**config.mk**
```make
export PLATFORM = sky130hd
export DESIGN_NAME = bitplane_sequencer
export DESIGN_NICKNAME = d
export VERILOG_FILES = /design/src/rtl/bitplane_seq_pkg.sv /design/src/rtl/bitplane_sequencer_edge_sync.sv /design/src/rtl/bitplane_sequencer.sv
export SDC_FILE = /design/constraint.sdc
export NUM_CORES = 1
export LEC_CHECK = 0
export ABC_AREA = 1
export BUFFER_PORTS_ARGS = -buffer_cell sky130_fd_sc_hd__buf_2
export CORE_MARGIN = 5
export CORE_UTILIZATION = 54
export CTS_CLUSTER_DIAMETER = 150
export DETAILED_ROUTE_END_ITERATION = 6
export GPL_ROUTABILITY_DRIVEN = 0
export MAX_ROUTING_LAYER = met4
export PLACE_DENSITY_LB_ADDON = 0.12
export SYNTH_ARGS = -nofsm -noshare
export SYNTH_HDL_FRONTEND = slang
export SYNTH_HIERARCHICAL = 1
export SYNTH_SLANG_ARGS = --single-unit
```
**constraint.sdc**
```tcl
create_clock -name clk -period 1.6 [get_ports clk]
set_input_delay 0.08 -clock clk [delete_from_list [all_inputs] [get_ports clk]]
set_output_delay 0.08 -clock clk [all_outputs]
set_load 0.02 [all_outputs]
```
**src/rtl/bitplane_seq_pkg.sv**
```systemverilog
// Shared types and default sizing for the bitplane sequencer.
package bitplane_seq_pkg;

  typedef enum logic [2:0] {
    IDLE,
    WAIT_VSYNC,
    WAIT_PLANE,
    DELAY,
    PULSE,
    DONE
  } seq_state_t;

  localparam int unsigned DEF_MAX_PLANES  = 24;
  localparam int unsigned DEF_SYNC_STAGES = 2;
  localparam int unsigned DEF_DELAY_W     = 16;
  localparam int unsigned DEF_PULSE_W     = 4;
  localparam int unsigned DEF_TIMEOUT     = 1000000;
  localparam int unsigned DEF_FRAME_W     = 16;

  // Width needed to hold a plane count of 0..max_planes inclusive.
  function automatic int unsigned plane_width(input int unsigned max_planes);
    return $clog2(max_planes + 1);
  endfunction

endpackage

```
**src/rtl/bitplane_sequencer_edge_sync.sv**
```systemverilog
// Multi-stage synchronizer for an asynchronous input plus a registered
// one-cycle rising-edge strobe (edge to strobe latency SYNC_STAGES+1).
module edge_sync #(
  parameter int unsigned SYNC_STAGES = 2
) (
  input  logic clk,
  input  logic rst,
  input  logic din,
  output logic rise
);

  logic [SYNC_STAGES-1:0] sync_q;
  logic                   hist_q;

  always_ff @(posedge clk or negedge rst) begin
    if (!rst) begin
      sync_q <= '0;
      hist_q <= 1'b0;
      rise   <= 1'b0;
    end else begin
      sync_q <= {sync_q[SYNC_STAGES-2:0], din};
      hist_q <= sync_q[SYNC_STAGES-1];
      rise   <= sync_q[SYNC_STAGES-1] & ~hist_q;
    end
  end

endmodule

```
**src/rtl/bitplane_sequencer.sv**
```systemverilog
// Arms on serial, aligns to vsync, then emits one delayed send pulse per
// bitplane strobe for a configured number of planes per frame.
module bitplane_sequencer
  import bitplane_seq_pkg::*;
#(
  parameter  int unsigned MAX_PLANES  = DEF_MAX_PLANES,
  parameter  int unsigned SYNC_STAGES = DEF_SYNC_STAGES,
  parameter  int unsigned DELAY_W     = DEF_DELAY_W,
  parameter  int unsigned PULSE_W     = DEF_PULSE_W,
  parameter  int unsigned TIMEOUT     = DEF_TIMEOUT,
  parameter  int unsigned FRAME_W     = DEF_FRAME_W,
  localparam int unsigned PLANE_W     = plane_width(MAX_PLANES)
) (
  input  logic               clk,
  input  logic               rst,
  input  logic               vsync,
  input  logic               serial,
  input  logic               bitplane,
  input  logic               abort,
  input  logic               continuous,
  input  logic [PLANE_W-1:0] n_planes,
  input  logic [DELAY_W-1:0] delay_cfg,
  output logic               send,
  output logic               busy,
  output logic [PLANE_W-1:0] plane_idx,
  output logic [FRAME_W-1:0] frame_count,
  output logic               done,
  output logic               timeout_err,
  output logic               overrun,
  output logic               cfg_err
);

  localparam int unsigned WD_W = (TIMEOUT > 1) ? $clog2(TIMEOUT) : 1;
  localparam int unsigned PC_W = (PULSE_W > 1) ? $clog2(PULSE_W) : 1;
  localparam logic [WD_W-1:0]    WD_LAST = (TIMEOUT == 0) ? '0 : WD_W'(TIMEOUT - 1);
  localparam logic [PC_W-1:0]    PC_LAST = PC_W'(PULSE_W - 1);
  localparam logic [PLANE_W-1:0] MAXP    = PLANE_W'(MAX_PLANES);

  logic vsync_rise, serial_rise, bitplane_rise;

  edge_sync #(.SYNC_STAGES(SYNC_STAGES)) u_sync_vsync (
    .clk(clk), .rst(rst), .din(vsync), .rise(vsync_rise));
  edge_sync #(.SYNC_STAGES(SYNC_STAGES)) u_sync_serial (
    .clk(clk), .rst(rst), .din(serial), .rise(serial_rise));
  edge_sync #(.SYNC_STAGES(SYNC_STAGES)) u_sync_bitplane (
    .clk(clk), .rst(rst), .din(bitplane), .rise(bitplane_rise));

  seq_state_t         state_q, state_d;
  logic [PLANE_W-1:0] np_q, np_d, pidx_d;
  logic [DELAY_W-1:0] dcfg_q, dcfg_d, dly_q, dly_d;
  logic [PC_W-1:0]    pc_q, pc_d;
  logic [WD_W-1:0]    wd_q, wd_d;
  logic [FRAME_W-1:0] frame_d;
  logic               done_d, to_d, ovr_d, cfg_d;

  always_comb begin
    state_d = state_q;
    np_d    = np_q;
    dcfg_d  = dcfg_q;
    dly_d   = dly_q;
    pc_d    = pc_q;
    wd_d    = wd_q;
    pidx_d  = plane_idx;
    frame_d = frame_count;
    done_d  = 1'b0;
    to_d    = 1'b0;
    ovr_d   = 1'b0;
    cfg_d   = 1'b0;

    if (abort) begin
      state_d = IDLE;
    end else begin
      unique case (state_q)
        IDLE: begin
          if (serial_rise) begin
            if (n_planes == '0 || n_planes > MAXP) begin
              cfg_d = 1'b1;
            end else begin
              state_d = WAIT_VSYNC;
              np_d    = n_planes;
              dcfg_d  = delay_cfg;
              pidx_d  = '0;
            end
          end
        end
        WAIT_VSYNC: begin
          if (vsync_rise) begin
            state_d = WAIT_PLANE;
            pidx_d  = '0;
            wd_d    = '0;
          end
        end
        WAIT_PLANE: begin
          // A plane edge landing on the final watchdog cycle still wins.
          if (bitplane_rise) begin
            pc_d = '0;
            if (dcfg_q == '0) begin
              state_d = PULSE;
            end else begin
              state_d = DELAY;
              dly_d   = dcfg_q;
            end
          end else if (TIMEOUT != 0 && wd_q == WD_LAST) begin
            to_d    = 1'b1;
            state_d = IDLE;
          end else begin
            wd_d = wd_q + 1'b1;
          end
        end
        DELAY: begin
          ovr_d = bitplane_rise;
          if (dly_q == DELAY_W'(1)) state_d = PULSE;
          else                      dly_d   = dly_q - 1'b1;
        end
        PULSE: begin
          ovr_d = bitplane_rise;
          if (pc_q == PC_LAST) begin
            pidx_d = plane_idx + 1'b1;
            if (pidx_d == np_q) begin
              state_d = DONE;
            end else begin
              state_d = WAIT_PLANE;
              wd_d    = '0;
            end
          end else begin
            pc_d = pc_q + 1'b1;
          end
        end
        DONE:    state_d = continuous ? WAIT_VSYNC : IDLE;
        default: state_d = IDLE;
      endcase

      if (state_d == DONE) begin
        done_d  = 1'b1;
        frame_d = frame_count + 1'b1;
      end
    end
  end

  // Outputs are registered from next-state so they line up with the state.
  always_ff @(posedge clk or negedge rst) begin
    if (!rst) begin
      state_q     <= IDLE;
      np_q        <= '0;
      dcfg_q      <= '0;
      dly_q       <= '0;
      pc_q        <= '0;
      wd_q        <= '0;
      send        <= 1'b0;
      busy        <= 1'b0;
      plane_idx   <= '0;
      frame_count <= '0;
      done        <= 1'b0;
      timeout_err <= 1'b0;
      overrun     <= 1'b0;
      cfg_err     <= 1'b0;
    end else begin
      state_q     <= state_d;
      np_q        <= np_d;
      dcfg_q      <= dcfg_d;
      dly_q       <= dly_d;
      pc_q        <= pc_d;
      wd_q        <= wd_d;
      send        <= (state_d == PULSE);
      busy        <= (state_d != IDLE);
      plane_idx   <= pidx_d;
      frame_count <= frame_d;
      done        <= done_d;
      timeout_err <= to_d;
      overrun     <= ovr_d;
      cfg_err     <= cfg_d;
    end
  end

endmodule
```
* Word level (Yosys, flattened, before mapping) *
Index checks and enable logic that the tools add are counted.
W data, S select, Z words.

operators by class
  multipliers = 0
  add/sub/neg operators = 5
  reductions and logical operators = 16
  div/mod/pow operators = 0
  shift operators = 0
  equal/unequal tests = 22
  bitwise logic cells = 8
  magnitude comparators = 1
  mux-type cells = 43

operator list
  cell                     number
  $mux W20                 5
  $pmux W20 S3             1
  $mux W16                 3
  $mux W3                  11
  $pmux W16 S2             1
  $add A20 B1 Y20 const B  1
  $eq A20 B20 Y1 const B   1
  $mux W5                  4
  $pmux W3 S6              1
  $add A16 B1 Y16 const B  1
  $eq A16 B1 Y1 const B    1
  $logic_not A16 Y1        1
  $ne A2 B2 Y1 const B     8
  $sub A16 B1 Y16 const B  1
  $pmux W5 S3              1
  $mux W1                  13
  $eq A3 B3 Y1 const B     4
  $reduce_bool A3 Y1       3
  $reduce_and A4 Y1        2
  $reduce_and A7 Y1        1
  $eq A3 B2 Y1 const B     2
  $ne A2 B1 Y1 const B     3
  $reduce_and A6 Y1        1
  $add A5 B1 Y5 const B    1
  other kinds (16)         24

storage, ports and cells
  RAM bits = 0
  input bits = 28
  logic and storage cells = 118
  latch bits = 0
  memories kept = 0
  register bits after elaboration = 101
  output and inout port bits = 27
  bits in read-only memories = 0

* Longest topological paths before layout *
  word-level depth = 9
  depth in mapped cells = 14
  gate-level depth less buffers = 14

* By module *
Netlist, hierarchy kept.

modules (own cells, without submodules)
  module              instances  cells an instance  area each (µm²)  sequential area each (µm²)
  bitplane_sequencer  1          693                5326.4           2227.1
  edge_sync           3          6                  110.1            100.1

* Worst setup path before layout *
OpenSTA, ideal clock, no wires.

  path kind = register to register
  start = reg plane_idx[0]
  end = reg wd_q[6]
  path slack = -0.315 ns
  stages on the path, launching flop included = 13
  buffers on the path = 1
  clock period less this slack = 1.915 ns
  arrival = 1.797 ns
  required time = 1.482 ns
  setup time = 0.118 ns
  path through = dfrtp_1 -> ha_1 -> inv_1 -> or2_2 -> nand2_1 -> nor2_1 -> nand3_2 -> nor2_4 -> nand2_1 -> nand3_4 -> buf_6 -> nand2_2 -> o21ai_2

on the way
  longest elaborated chain between the ends = 4

RTL lines
  item                         RTL line                   source
  start: declaration           bitplane_sequencer.sv:25   output logic [PLANE_W-1:0] plane_idx,
  start signal: assignment     bitplane_sequencer.sv:166  plane_idx <= pidx_d;
  $add A5 B1 Y5                bitplane_sequencer.sv:118  pidx_d = plane_idx + 1'b1;
  $eq A5 B5 Y1                 bitplane_sequencer.sv:119  if (pidx_d == np_q) begin
  $ne A2 B2 Y1 (no line)       --
  $reduce_and A7 Y1 (no line)  --
  end signal: assignment       bitplane_sequencer.sv:163  wd_q <= wd_d;
  end: declaration             bitplane_sequencer.sv:52   logic [WD_W-1:0] wd_q, wd_d;

No other way between the ends.
A chain may end at the register's enable or synchronous reset.

* Worst setup path in the final report *
  start = reg plane_idx[0]
  end = reg frame_count[8]

on the way
  longest elaborated chain between the ends = 8

RTL lines
  item                         RTL line                   source
  $add A5 B1 Y5                bitplane_sequencer.sv:118
  $eq A5 B5 Y1                 bitplane_sequencer.sv:119
  $mux W3                      bitplane_sequencer.sv:119
  $mux W3                      bitplane_sequencer.sv:117  if (pc_q == PC_LAST) begin
  $pmux W3 S6                  bitplane_sequencer.sv:73   unique case (state_q)
  $mux W3                      bitplane_sequencer.sv:70   if (abort) begin
  $eq A3 B3 Y1                 bitplane_sequencer.sv:133  if (state_d == DONE) begin
  $reduce_and A2 Y1 (no line)  --
  end signal: assignment       bitplane_sequencer.sv:167  frame_count <= frame_d;
  end: declaration             bitplane_sequencer.sv:26   output logic [FRAME_W-1:0] frame_count,

No other way between the ends. The select of a mux whose other input is x is not followed.

==> metrics.txt <==
CP endpoint kind=flop; HPWL after DPL=9.821 mm; utilization after layout=0.7529; final hold violation count=0; area of the mapped netlist=0.005657 mm²; Area contributors post-synth=dfrtp_1 45%, nand2_1 13%, nand3_1 5.0%; reg-to-reg startpoint=plane_idx[0]$_DFFE_PN0P_; CP startpoint=plane_idx[0]$_DFFE_PN0P_; gr ovfl total=0; vias in the first global route=5315; syn nets=745; Core Box Area=0.01028 mm²; # Max-Cap Violations=0; CP Launch Type=flop; Final setup viols=58; Tot GR Track Use=0.2408; Synth area leader=dfrtp_1; RSZ-0062 raised after global routing=yes; drt initial violations=322; CTS tree=built; Worst EP arrival=2.20 ns; CTS max path bufs=2; wire length per cell=14.15 µm; final WL=14.70 mm; Critical Path Fanout Max=7; Slew Limit Headroom=0.6387; hold path start=n_planes[4]; fin worst setup slack=-0.2744 ns; placed inst area=0.006870 mm²; Final Cell Area=0.007737 mm²; Worst-Skew Late Latency=0.39 ns; NumNets Final=931; Die Span X=112.4 µm; footprint of the multi-input gates=0.003065 mm²; Post-Synthesis Cells=711; layout cells sized above 1=0.3792; Slew @ Worst Pin=0.5420 ns; H-Tree Depth=3; router iterations before antenna repair=7; I/O pin cnt=55; post-route ant nets=0; Mapped Avg Cell Area=7.956 µm²; ys async rst share=1.000; FF+latch count, synth=101; num rows=37; vias per cell=5.182; Vert. Die Dim=112.4 µm; Max Clk Rate=0.5335 GHz; fillers=776; VDD IR-drop max=0.0008585 V; Clock transition at path regs=0.10 ns; via count=5384; period utilization=1.171; initial antenna violation count=1; yosys warns=6; HP Class=in2reg; CTS sink cnt=101; CP required=1.92 ns; initial core utilization=0.5504; DIE AREA=0.01262 mm²; first-pass GRT wire length=24.29 mm; Post-synth EDFFs=0; IO Port Bufs=54; root buf cell=clkbuf_8; skew final=0.01342 ns; area grow syn2layout=36.78%; Leak=3.714 nW; TritonCTS buffer count=9; FF+latch area=0.002531 mm²; PwrDens=776.6 mW/mm²; pin count of the biggest net entering global routing=102; kind of critical path=reg2reg; status=finished, violations left; Unique masters post-synth=45; failing checks=negative setup slack; final slew viol count=0; setup TNS=-9.854 ns; post-route DRC violation count=0; Synth top area share=0.4468; top_reg_cell synth=dfrtp_1; Seq/Total Area, Yosys=0.4468; commonest non-fill, non-tap cells in the layout=157 x nand2_1, 98 x dfrtp_1, 93 x buf_4; Tmin final=1.874 ns; most common cell after layout, fill and taps aside=nand2_1
[worst max-delay path, cell delays in order, from the launching register on]
cell and delay [ns]:
dfrtp_2 0.44, ha_4 0.24, inv_2 0.06, or2_4 0.11, nand2_2 0.04, nor2_2 0.09, nand3_2 0.11, nor2_4 0.18
nand4_4 0.15, buf_6 0.18, nor2_1 0.08, nor2_1 0.05, nor2_1 0.09
[worst paths after layout]
path | to | slack (ns) | cells after the start
setup / recovery | frame_count[8]$_DFFE_PN0P_ | -0.27 | 12
hold / removal | np_q[4]$_DFFE_PN0P_ | 0.009 | 3
setup reg to reg | frame_count[8]$_DFFE_PN0P_ | -0.27 | 12
hold reg to reg | u_sync_vsync/sync_q[1]$_DFF_PN0_ | 0.36 | 0
max in group asynchronous | wd_q[0]$_DFFE_PN0P_ | 0.88 | 3
min in group asynchronous | dcfg_q[12]$_DFFE_PN0P_ | 0.27 | 3
[state kept, by name, summed over array words and instances, names as in the netlist, 2 cells and up]
register / count
dcfg_q: 16
dly_q: 16
frame_count: 16
np_q: 5
pc_q: 2
plane_idx: 5
state_q: 3
u_sync_bitplane/sync_q: 2
u_sync_serial/sync_q: 2
u_sync_vsync/sync_q: 2
wd_q: 20
[synthesized netlist by cell type, types with 4 or more instances]
master	number
nand2_2	6
o21ai_2	23
nor3_1	13
or2_2	11
inv_2	8
nand2_1	203
nor2_1	74
buf_6	7
nand3_1	57
o21ai_0	25
ha_1	6
a21oi_1	15
o21ai_1	8
dfrtp_1	101
mux2_1	7
nor2_2	9
clkbuf_1	4
xnor2_1	16
mux2_2	4
inv_1	55
xor2_1	9
nand4_1	14
[report_power, final]
group          switching, mW  internal (mW)  leakage (nW)
Combinational          0.737          0.724          2.32
Clock                  0.937          0.628        0.0881
Sequential             0.179           2.80          1.31
Total                   1.85           4.16          3.71
[layer usage]
| layer | up-vias | wire length (µm) | track usage | part of all wire |
|---|---|---|---|---|
| li1 | 2665 | - | - | - |
| met3 | 33 | 718 | 0.04960 | 0.049 |
| met5 | - | 0 | - | 0 |
| met4 | 0 | 383 | 0.07692 | 0.026 |
| met2 | 145 | 7067 | 0.3818 | 0.48 |
| met1 | 2541 | 6527 | 0.3120 | 0.44 |
[cells by family (layout without fill, tap and decap cells)]
logic type,count (synthesis),count (layout),share of synthesized area
compound gates,80,80,0.08936
xor+xnor,25,25,0.03871
fa+ha+maj,6,6,0.01327
buf+inv,81,272,0.06481
flops,101,101,0.4468
mux,11,11,0.02190
other cells,0,1,0
simple gates,407,407,0.3252
[metrics by stage]
step           instances  hold WS, ns  worst slack [ns]  power [mW]
2_1_floorplan        711      -0.2156           -0.1987       3.683
5_1_grt             1039      0.02118           -0.3749       6.365
4_1_cts             1029     0.004019           -0.2502       5.900
3_5_place_dp         982       0.1894           -0.2536       4.228
6_report            1039     0.009267           -0.2744       6.009
3_3_place_gp         982       0.1861           -0.2233       4.180
[final cells by class]
type                       instances  area share
multi-input combinational        529      0.3962
sequential                       101      0.3271
timing repair buffer             189      0.1957
inverter                          66     0.03364
tap                              136     0.02199
clock buffer                      11     0.01827
clock inverter                     5    0.005660
timing repair inverter             1    0.001132
antenna                            1   0.0003234
[what timing repair did]
item | in CTS | in global routing
hold endpoints to repair | 125 | 1
setup buffers | 6 | 7
resized for setup | 47 | 46
hold buffers | 24 | 1
gates cloned | 1 | 3
setup endpoints to repair | 84 | 82
pin swaps | 21 | 17
No activity file was read; power rests on OpenSTA's default activity.
